--- src/rtl/uart_pkg.sv ---
// Shared constants and state encoding for the arbitrated UART transmitter.
package uart_pkg;

    localparam int CLK_DIV_DEF = 10416;
    localparam int FRAME_BITS  = 10;
    localparam int CNT_W       = 14;

    typedef enum logic [1:0] {
        ST_IDLE  = 2'd0,
        ST_START = 2'd1,
        ST_DATA  = 2'd2,
        ST_STOP  = 2'd3
    } tx_state_e;

endpackage

--- src/rtl/uart_tx_arbiter_if.sv ---
// Requester-side bundle: requests and bytes in, acks and line status out.
interface uart_tx_arbiter_if #(
    parameter int NREQ = 4
);
    logic [NREQ-1:0]   req;
    logic [8*NREQ-1:0] din;
    logic [NREQ-1:0]   ack;
    logic              tx;
    logic              busy;
    logic [2:0]        gnt_id;

    modport master (
        output req, din,
        input  ack, tx, busy, gnt_id
    );

    modport slave (
        input  req, din,
        output ack, tx, busy, gnt_id
    );
endinterface

--- src/rtl/uart_tx_core.sv ---
// 8N1 serializer: bit-period counter, shift register and registered tx line.
module uart_tx_core
    import uart_pkg::*;
#(
    parameter int CLK_DIV = CLK_DIV_DEF
) (
    input  logic       clk,
    input  logic       nrst,
    input  logic       start,
    input  logic [7:0] byte_in,
    output logic       done,
    output logic       tx,
    output logic       busy
);

    localparam logic [CNT_W-1:0] LAST = CNT_W'(CLK_DIV - 1);

    tx_state_e        state_q, state_d;
    logic [CNT_W-1:0] cnt_q, cnt_d;
    logic [2:0]       idx_q, idx_d;
    logic [7:0]       sh_q, sh_d;
    logic             tx_q, tx_d;

    always_ff @(posedge clk) begin
        if (!nrst) begin
            state_q <= ST_IDLE;
            cnt_q   <= '0;
            idx_q   <= '0;
            sh_q    <= '0;
            tx_q    <= 1'b1;
        end else begin
            state_q <= state_d;
            cnt_q   <= cnt_d;
            idx_q   <= idx_d;
            sh_q    <= sh_d;
            tx_q    <= tx_d;
        end
    end

    // The counter only runs inside a frame and restarts at every bit edge.
    always_comb begin
        state_d = state_q;
        cnt_d   = cnt_q;
        idx_d   = idx_q;
        sh_d    = sh_q;
        tx_d    = tx_q;
        done    = 1'b0;
        unique case (state_q)
            ST_IDLE: begin
                cnt_d = '0;
                idx_d = '0;
                tx_d  = 1'b1;
                if (start) begin
                    state_d = ST_START;
                    sh_d    = byte_in;
                    tx_d    = 1'b0;
                end
            end
            ST_START: begin
                cnt_d = cnt_q + 1'b1;
                if (cnt_q == LAST) begin
                    cnt_d   = '0;
                    idx_d   = '0;
                    state_d = ST_DATA;
                    tx_d    = sh_q[0];
                end
            end
            ST_DATA: begin
                cnt_d = cnt_q + 1'b1;
                if (cnt_q == LAST) begin
                    cnt_d = '0;
                    if (idx_q == 3'd7) begin
                        state_d = ST_STOP;
                        tx_d    = 1'b1;
                    end else begin
                        idx_d = idx_q + 1'b1;
                        sh_d  = sh_q >> 1;
                        tx_d  = sh_q[1];
                    end
                end
            end
            ST_STOP: begin
                cnt_d = cnt_q + 1'b1;
                if (cnt_q == LAST) begin
                    cnt_d   = '0;
                    state_d = ST_IDLE;
                    done    = 1'b1;
                end
            end
            default: state_d = ST_IDLE;
        endcase
    end

    assign tx   = tx_q;
    assign busy = (state_q != ST_IDLE);

endmodule

--- src/rtl/uart_tx_arbiter.sv ---
// Round-robin arbiter feeding one UART serializer; the last grantee
// gets lowest priority on the next search.
module uart_tx_arbiter
    import uart_pkg::*;
#(
    parameter int CLK_DIV = CLK_DIV_DEF,
    parameter int NREQ    = 4
) (
    input  logic            clk,
    input  logic            nrst,
    uart_tx_arbiter_if.slave bus
);

    logic [2:0]  gnt_q, gnt_d;
    logic        pend_q, pend_d;
    logic [7:0]  req_ext;
    logic [63:0] din_ext;
    logic [7:0]  one_hot;
    logic [7:0]  byte_sel;
    logic [3:0]  j;
    logic [2:0]  sel;
    logic        found;
    logic        start;
    logic        done;
    logic        core_busy;

    always_ff @(posedge clk) begin
        if (!nrst) begin
            gnt_q  <= 3'(NREQ - 1);
            pend_q <= 1'b0;
        end else begin
            gnt_q  <= gnt_d;
            pend_q <= pend_d;
        end
    end

    // Search gnt+1 .. gnt (mod NREQ); first asserted request wins.
    always_comb begin
        req_ext = 8'(bus.req);
        din_ext = 64'(bus.din);
        sel     = gnt_q;
        found   = 1'b0;
        j       = '0;
        for (int k = 1; k <= NREQ; k++) begin
            j = {1'b0, gnt_q} + 4'(k);
            if (j >= 4'(NREQ)) j = j - 4'(NREQ);
            if (!found && req_ext[j[2:0]]) begin
                found = 1'b1;
                sel   = j[2:0];
            end
        end
        start    = nrst && !pend_q && found;
        one_hot  = 8'd1 << sel;
        byte_sel = 8'(din_ext >> {sel, 3'b000});
        gnt_d    = start ? sel : gnt_q;
        pend_d   = pend_q;
        if (start)     pend_d = 1'b1;
        else if (done) pend_d = 1'b0;
    end

    assign bus.ack    = start ? one_hot[NREQ-1:0] : '0;
    assign bus.gnt_id = gnt_q;
    assign bus.busy   = core_busy;

    uart_tx_core #(
        .CLK_DIV (CLK_DIV)
    ) u_core (
        .clk     (clk),
        .nrst    (nrst),
        .start   (start),
        .byte_in (byte_sel),
        .done    (done),
        .tx      (bus.tx),
        .busy    (core_busy)
    );

endmodule

--- src/flat_wrapper.sv ---
// flat-port wrapper written by rule: the top's interface ports become plain ports
module uart_tx_arbiter_flat import uart_pkg::*;
#(
    parameter int CLK_DIV = CLK_DIV_DEF,
    parameter int NREQ    = 4
)
  (clk, nrst, bus_req, bus_din, bus_ack, bus_tx, bus_busy, bus_gnt_id);
  uart_tx_arbiter_if #(.NREQ(NREQ)) bus_i ();
  input  logic clk;
  input  logic nrst;
  input wire logic [$bits(bus_i.req)-1:0] bus_req;
  input wire logic [$bits(bus_i.din)-1:0] bus_din;
  output wire logic [$bits(bus_i.ack)-1:0] bus_ack;
  output wire logic [$bits(bus_i.tx)-1:0] bus_tx;
  output wire logic [$bits(bus_i.busy)-1:0] bus_busy;
  output wire logic [$bits(bus_i.gnt_id)-1:0] bus_gnt_id;
  assign bus_i.req = bus_req;
  assign bus_i.din = bus_din;
  assign bus_ack = bus_i.ack;
  assign bus_tx = bus_i.tx;
  assign bus_busy = bus_i.busy;
  assign bus_gnt_id = bus_i.gnt_id;
  uart_tx_arbiter #(.CLK_DIV(CLK_DIV), .NREQ(NREQ)) u_core (.clk(clk), .nrst(nrst), .bus(bus_i));
endmodule
--- config.mk ---
export PLATFORM = sky130hd
export DESIGN_NAME = uart_tx_arbiter_flat
export DESIGN_NICKNAME = d
export VERILOG_FILES = /design/src/rtl/uart_pkg.sv /design/src/rtl/uart_tx_arbiter_if.sv /design/src/rtl/uart_tx_core.sv /design/src/rtl/uart_tx_arbiter.sv /design/src/flat_wrapper.sv
export SDC_FILE = /design/constraint.sdc
export NUM_CORES = 1
export LEC_CHECK = 0
export BUFFER_PORTS_ARGS = -buffer_cell sky130_fd_sc_hd__buf_2
export CORE_MARGIN = 3
export CORE_UTILIZATION = 55
export DETAILED_ROUTE_END_ITERATION = 7
export GPL_ROUTABILITY_DRIVEN = 0
export PLACE_DENSITY = 0.76
export RECOVER_POWER = 50
export SLEW_MARGIN = 20
export SYNTH_ARGS = -nofsm -noshare
export SYNTH_HDL_FRONTEND = slang
export SYNTH_SLANG_ARGS = --single-unit
--- constraint.sdc ---
create_clock -name clk -period 3.3 [get_ports clk]
set_input_delay 0.495 -clock clk [delete_from_list [all_inputs] [get_ports clk]]
set_output_delay 0.495 -clock clk [all_outputs]
set_load 0.05 [all_outputs]
==> flow_summary.toml, run 1 <==
[run_status]
outcome = "complete, no violations"

[routing]
postRouteAntennaNets = 0
wire_per_inst_um = 14.8
drt_wl_total_um = 5660
dr.pass1.iters = 5
drt_iter0_drc = 150
dr_total_vias = 2358
drc = 0
vias_per_cell = 6.17

[clocking]
clk_path_buf_depth = 2
clkTransAtPathRegs_ps = 70
clock_latency_ps = 280
htreeDepth = 2
cts_root_buf = "clkbuf_8"
cts_tree = "done"
cts_sinks = 32
cts_buffers = 5

[sta]
fmax_ghz = 0.310
tightest_slew_ps = 924
fin_crit_ps = 3230
period_share_pct = 97.8
timing.final.ws_setup_ps = 71.1
max-slew-margin-rel_pct = 38.4
slew_violations = 0
holdWs_ps = 442
finalHoldViolations = 0
setup_violations = 0
clock_skew_ps = 8.08

[logic_synthesis]
synth_nets = 331
synth.mux.area_fraction_pct = 8.29
synth-edff-count = 0
syn_avg_cell_area_um2 = 8.26
synth_area_leaders = "dfxtp_1, mux2i_1, ha_1, nand3_1, nand2_1"
synth-simple-area-share_pct = 22.1
post-synth-top-area-cell = "dfxtp_1"
synth.cell_area_um2 = 2340
postSynthCellCount = 283
synth-main-ff-cell = "dfxtp_1"
yosys_warnings = 0
synth_compound_area_share_pct = 27.6
synth_most_common_cell = "dfxtp_1"
synth_top_family_by_area = "compound AO/OA/AOI/OAI gates"
async_flop_share_pct = 0
yosys-top-cells-count = "dfxtp_1, nand2_1, nand3_1"
synth_cell_type_count = 56
synth_xor_area_share_pct = 3.75
synth-seq-area-share_pct = 27.4
synthAdderAreaFrac_pct = 5.35
synth_top_cell_area_share_pct = 27.4
ys_ff_latch = 32

[power_and_ir_drop]
comb_power_share_pct = 68.0
sw_frac_of_total_pct = 46.6
ir_drop_v = 0.000467
p_seq_share_pct = 18.6
power_frac_clock_pct = 13.4
power.net_switching_uw = 1280
p_leak_uw = 0.00112
p_int_uw = 1460
p_per_area_nw_per_um2 = 968

[final_layout]
nets = 379
drive_gt1_share_pct = 26.8
antennaDiodeCount = 0
stdcell_area_um2 = 2830
syn_to_final_growth_pct = 20.9

[placed_design]
place_area_um2 = 2660
hpwl_um = 4030
port_buffers = 46
preCtsSetupSlack_ps = 204

[global_route]
antenna_found_initial = 0
track_usage_pct = 22.3
overflow = 0
grt_pass1_vias = 2058
grt_pass1_wl_um = 9290
grt_max_degree = 21

[die]
die_area_um2 = 5070
die_height_um = 71.2
io-pin-count = 47
dieWidth_um = 71.2
core_um2 = 4060
rows = 23
initial_utilization_pct = 57.6

[setup_path]
worstPathArrival_ps = 2730
endpoint_kind = "output port"
worst_setup_path_start_kind = "flip-flop"
crit_fanout = 9
path_class = "reg -> out"
required_ps = 2800

[hold_path]
min_path_type = "reg -> reg"

[job]
drv_cap = 0
through the flow:
step / total power [µW] / util, % / cells / setup TNS, ps
detailed placement: 2280 / 65.6 / 369 / 0
global placement: 2260 / 65.6 / 369 / 0
global route: 2920 / 69.7 / 382 / -44.9
finish: 2740 / 69.7 / 382 / 0
floorplan: 2010 / - / 283 / -115
CTS: 2670 / 68.8 / 377 / 0
worst max-delay path, cell delays in order, from the launching register on:
cell and delay (ps):
dfxtp_2 390, inv_1 110, ha_4 330, mux4_2 350, o31ai_4 150, mux2_4 350
a22o_4 240, and2_4 160, nor3b_4 170, buf_6 180
final timing paths:
check | startpoint | end | slack, ps | depth (start not counted)
max | u_core.bus.gnt_id[1] | bus_ack[3] | 70 | 9
min | u_core.u_core.cnt_q[0] | u_core.u_core.cnt_q[0] | 440 | 1
min reg2reg | u_core.u_core.cnt_q[0] | u_core.u_core.cnt_q[0] | 440 | 1
max reg2reg | u_core.bus.gnt_id[1] | u_core.u_core.sh_q[6] | 390 | 10
state kept, by name, indices dropped and copies added, names as in the netlist:
register,count
u_core.bus.gnt_id,3
u_core.pend_q,1
u_core.u_core.cnt_q,14
u_core.u_core.idx_q,3
u_core.u_core.sh_q,8
u_core.u_core.state_q,2
u_core.u_core.tx,1
area by class of cell:
cell class	count	area, µm²
flip-flops and latches	32	646
well taps	50	62.6
repair buffers	57	322
clock inverters	2	35.0
fillers	340	1230
inverters	9	37.5
multi-input cells	226	1650
clock buffers	6	72.6
kinds of logic (layout without fill, tap and decap cells):
family / Yosys count / in the layout
xor gates and xnor gates: 10 / 10
AOI/OAI and AO/OA: 85 / 85
muxes: 17 / 17
and+or+nand+nor: 104 / 104
DFF: 32 / 32
buffers and inverters: 25 / 74
adders and majority gates: 10 / 10
per-layer routing:
layer | global-route usage (%) | up-vias | share of wire, %
met5 | 0 | - | 0
met4 | 5.22 | 0 | 1.0
met3 | 3.84 | 12 | 5.7
met2 | 35.4 | 91 | 46
met1 | 31.6 | 1095 | 47
li1 | - | 1160 | -
power by group through the flow:
stage | clock, µW | sequential, µW | combinational, µW
finish | 366 | 510 | 1860
floorplan | 0 | 551 | 1460
global placement | 0 | 522 | 1740
detailed placement | 0 | 524 | 1760
global route | 383 | 519 | 2020
CTS | 372 | 519 | 1780
cell usage in the layout (no fill, tap or decap), types with 4 or more instances in the layout:
cell type,n
nand3_1,24
xnor2_1,4
nor2_1,20
o22a_1,8
nor2b_1,4
a221oi_1,8
ha_1,9
o21ai_0,16
xor2_1,6
inv_1,8
a32oi_1,8
a21oi_1,11
clkbuf_8,5
dfxtp_1,30
buf_2,38
nand2_1,28
clkbuf_1,5
mux2i_1,13
a31oi_1,9
buf_4,14
repair_timing:
action / 4_1_cts / 5_1_grt
buffers inserted: 0 / 5
setup endpoints to repair: 4 / 4
gates resized for setup: 7 / 1
pin swaps: 0 / 1
hold buffers: 0 / 0
Power figures use the tool's default switching activity.
==> run 2, diff against run 1 <==
BUFFER_PORTS_ARGS = -buffer_cell sky130_fd_sc_hd__clkbuf_2   (was -buffer_cell sky130_fd_sc_hd__buf_2)
CORE_MARGIN = unset   (was 3)
==> flow_summary.toml, run 2 (synthesis gave the netlist of run 1 again) <==
[routing]
drt_iter0_drc = 154
wire_per_inst_um = 14.5
vias_per_cell = 6.19
drt_wl_total_um = 5490
drc = 0
dr_total_vias = 2347
dr.pass1.iters = 4
postRouteAntennaNets = 0

[placed_design]
hpwl_um = 3880
dp.cells = 368
port_buffers = 46

[sta]
max-slew-margin-rel_pct = 36.8
fin_crit_ps = 3270
tightest_slew_ps = 948
fmax_ghz = 0.306
clock_skew_ps = 4.58
finalHoldViolations = 0
setup_violations = 0
rsz0062_at_grt = "true"
period_share_pct = 99.1
slew_violations = 0

[die]
io-pin-count = 47
rows = 23
die_area_um2 = 4520
dieWidth_um = 67.2
initial_utilization_pct = 58.0
die_height_um = 67.2
core_um2 = 4030

[power_and_ir_drop]
power.net_switching_uw = 1280
ir_drop_v = 0.000577
sw_frac_of_total_pct = 46.5
p_per_area_nw_per_um2 = 967
p_leak_uw = 0.00112
power_frac_clock_pct = 13.5
p_int_uw = 1460
p_seq_share_pct = 18.9
comb_power_share_pct = 67.6

[final_layout]
largestRegisters = "u_core.u_core.cnt_q: 14 flops, u_core.u_core.sh_q: 8 flops"
antennaDiodeCount = 0
layout_commonest_cell = "clkbuf_2"
top_register = "u_core.u_core.cnt_q"
drive_gt1_share_pct = 26.1
largest_reg_flops = 14
nFillCells = 331
seqCellArea_um2 = 646
multiInputGateArea_um2 = 1650
instances_no_fill = 379
postLayoutCoreUtil_pct = 70.3
syn_to_final_growth_pct = 21.2
nets = 376
final_cell_mix = "clkbuf_2, dfxtp_1, nand2_1"

[global_route]
overflow = 0
grt_pass1_vias = 1915
grt_max_degree = 22
antenna_found_initial = 0
track_usage_pct = 25.1
grt_pass1_wl_um = 8580

[setup_path]
path_class = "reg -> out"
worstPathCellList = "clkinvlp_4, ha_4, mux4_2, o31ai_4, mux2_4, a22o_4, and2_4, nor3b_4, buf_8"
worstPathArrival_ps = 2780
endpoint_kind = "output port"
crit_fanout = 9
worst_setup_path_start_kind = "flip-flop"
cp_slowest_cell = "dfxtp_4"
ff2ff_setup_slack_ps = 430
path_buf_inv = 2
critPathTopFamily = "multiplexers"
required_ps = 2800
crit_path_max_incr_delay_ps = 430

[clocking]
clkTransAtPathRegs_ps = 70
clock_latency_ps = 290
cts_buffers = 5
cts_sinks = 32
htreeDepth = 2
clk_path_buf_depth = 2
postCtsHoldBufs = 0
cts_tree = "done"
cts_root_buf = "clkbuf_8"

[hold_path]
min_path_type = "reg -> reg"

[run_status]
outcome = "complete, no violations"

[job]
drv_cap = 0
run 2: area by class of cell:
cell class / count / area share [%]
clock buffer: 6 / 2.56
multi-input combinational: 226 / 58.3
timing repair buffer: 54 / 11.6
inverter: 9 / 1.32
tap: 50 / 2.21
sequential: 32 / 22.8
clock inverter: 2 / 1.24
run 2: path summary, 6_finish.rpt:
check | cells after the start | startpoint | endpoint
worst max-delay path | 9 | u_core.bus.gnt_id[0] | bus_ack[3]
worst min-delay path | 1 | u_core.u_core.cnt_q[0] | u_core.u_core.cnt_q[0]
worst max register to register | 9 | u_core.bus.gnt_id[0] | u_core.u_core.sh_q[3]
worst min register to register | 1 | u_core.u_core.cnt_q[0] | u_core.u_core.cnt_q[0]
run 2: per-layer routing:
layer	share of wire, %	up-vias	track usage [%]
met1	46	1080	33.7
met3	6.4	8	5.07
li1	-	1158	-
met4	1.1	0	10.1
met2	46	101	39.0
met5	0	-	0
run 2: timing repair:
action,in CTS,in global routing
resized for setup,5,3
buffers inserted,1,2
endpoints found under the setup margin,4,4
run 2: power by group through the flow:
stage	registers, µW	logic, µW	clock network, µW
after floorplan	551	1460	0
final	517	1850	370
after CTS	517	1810	379
after global placement	521	1760	0
after global routing	529	1990	393
after detailed placement	524	1780	0
run 2: per-stage QoR:
| step | setup TNS (ps) | area (µm²) | worst slack (ps) | hold WS, ps | total power [µW] |
|---|---|---|---|---|---|
| finish | 0 | 2830 | 28.2 | 437 | 2740 |
| global route | -47.1 | 2830 | -41.6 | 460 | 2910 |
| CTS | 0 | 2820 | 7.00 | 441 | 2710 |
| detailed placement | 0 | 2680 | 120 | 432 | 2300 |
| global placement | 0 | 2680 | 175 | 429 | 2280 |
| floorplan | -115 | 2430 | -93.7 | 413 | 2010 |
==> run 3, diff against run 2 <==
REMOVE_ABC_BUFFERS = 1   (was unset)
==> flow_summary.toml, run 3 (synthesis gave the netlist of run 1 again) <==
[run_status]
outcome = "complete, no violations"

[power_and_ir_drop]
ir_drop_v = 0.000640
p_leak_uw = 0.00118
p_per_area_nw_per_um2 = 964

[sta]
period_share_pct = 96.5
max-slew-margin-rel_pct = 45.4
fmax_ghz = 0.314
timing.final.ws_setup_ps = 115
tns_ps = 0
holdWs_ps = 440
setup_violations = 0
slew_violations = 0
clock_skew_ps = 3.39
finalHoldViolations = 0
fin_crit_ps = 3180
tightest_slew_ps = 819

[final_layout]
syn_to_final_growth_pct = 25.6
largestRegisters = "u_core.u_core.cnt_q: 14 flops, u_core.u_core.sh_q: 8 flops"
postLayoutCoreUtil_pct = 72.9
nets = 386
largest_reg_flops = 14
drive_gt1_share_pct = 27.4
top_register = "u_core.u_core.cnt_q"
final_cell_mix = "clkbuf_2, dfxtp_1, nand2_1"
layout_commonest_cell = "clkbuf_2"
stdcell_area_um2 = 2940
antennaDiodeCount = 0

[clocking]
clkTransAtPathRegs_ps = 70
cts_sinks = 32
clock_latency_ps = 290
cts_tree = "done"
htreeDepth = 2
cts_buffers = 5
cts_root_buf = "clkbuf_8"
clk_path_buf_depth = 2

[setup_path]
endpoint_kind = "output port"
worstPathArrival_ps = 2690
required_ps = 2800
worst_setup_path_start_kind = "flip-flop"
r2r_end = "u_core.u_core.sh_q[6]"
r2r-start = "u_core.bus.gnt_id[1]"
path_class = "reg -> out"
worstPathCellList = "inv_1, ha_4, mux2_4, nor2_4, or3b_4, a22o_4, and2_4, nor3b_2, clkbuf_16"
ff2ff_setup_slack_ps = 520
crit_path_max_incr_delay_ps = 420
cp_slowest_cell = "or3b_4"
crit_fanout = 9
r2r_cells = 11

[routing]
postRouteAntennaNets = 0
drc = 0
drt_iter0_drc = 137
wire_per_inst_um = 14.8
dr_total_vias = 2367
dr.pass1.iters = 4
vias_per_cell = 6.08
drt_wl_total_um = 5760

[placed_design]
preCtsSetupSlack_ps = 63.2
port_buffers = 46
place_area_um2 = 2660
hpwl_um = 4030

[die]
core_um2 = 4030
initial_utilization_pct = 58.0
die_height_um = 67.2
dieWidth_um = 67.2
die_area_um2 = 4520
io-pin-count = 47
rows = 23

[hold_path]
hold_depth = 1
min_path_type = "reg -> reg"
hp-start = "u_core.u_core.cnt_q[0]"
min_to = "u_core.u_core.cnt_q[0]"

[global_route]
antenna_found_initial = 0
grt_max_degree = 29
track_usage_pct = 26.7
overflow = 0
grt_pass1_vias = 2090
grt_pass1_wl_um = 9160

[job]
drv_cap = 0
## run 3: cell count changes in the layout (fill, tap and decap cells not counted), sizes merged
cell and change:
buf +8, clkbuf +2, clkinvlp -1, inv +1
## run 3: how the worst max path moves through the flow
stage	startpoint	endpoint	slack (ps)	cells after the start
global placement	u_core.bus.gnt_id[1]	bus_ack[0]	170	9
detailed placement	u_core.bus.gnt_id[1]	bus_ack[1]	60	9
global route	u_core.bus.gnt_id[1]	bus_ack[3]	-10	9
finish	u_core.bus.gnt_id[1]	bus_ack[3]	120	9
floorplan	u_core.bus.gnt_id[0]	bus_ack[3]	-1650	8
CTS	u_core.bus.gnt_id[0]	bus_ack[2]	3	9
## run 3: what timing repair did
item | CTS | global route
setup buffers | 0 | 9
gates cloned | 0 | 1
hold buffers | 0 | 0
pin swaps | 2 | 4
endpoints found under the setup margin | 4 | 12
gates resized for setup | 10 | 10
## run 3: metrics by stage
| step | std cells | total power (µW) |
|---|---|---|
| 6_report | 389 | 2830 |
| 5_1_grt | 389 | 3030 |
| 4_1_cts | 379 | 2660 |
| 3_5_place_dp | 371 | 2230 |
| 3_3_place_gp | 371 | 2210 |
| 2_1_floorplan | 267 | 1790 |
## run 3: worst max-delay path, delay by kind of cell (launching register included)
kind | cells | cell delay (ps)
flip-flops | 1 | 350
AND/OR/NAND/NOR | 4 | 890
buffers and inverters | 2 | 300
adder cells (fa/ha/maj) | 1 | 280
AO/OA/AOI/OAI | 1 | 280
multiplexers | 1 | 290
## run 3: routing by layer
layer / GRT usage, % / wire [µm] / up-vias
li1: - / - / 1185
met1: 35.3 / 2720 / 1087
met2: 43.1 / 2620 / 83
met3: 4.73 / 319 / 12
met4: 9.57 / 93 / 0
met5: 0 / 0 / -
## run 3: area by class of cell
class                           instances  area, µm²
Timing Repair Buffer                   64        454
Clock inverter                          2       35.0
Clock buffer                            6       72.6
Tap cell                               50       62.6
Multi-Input combinational cell        226       1640
Inverter                                9       33.8
Sequential cell                        32        644
Fill cell                             331       1090
## run 3: power breakdown
group / switching [µW] / total [µW] / internal, µW / leakage [µW]
Combinational: 1100 / 1960 / 866 / 0.000868
Clock: 146 / 370 / 224 / 0.0000552
Sequential: 41.1 / 498 / 457 / 0.000261
Total: 1280 / 2830 / 1550 / 0.00118
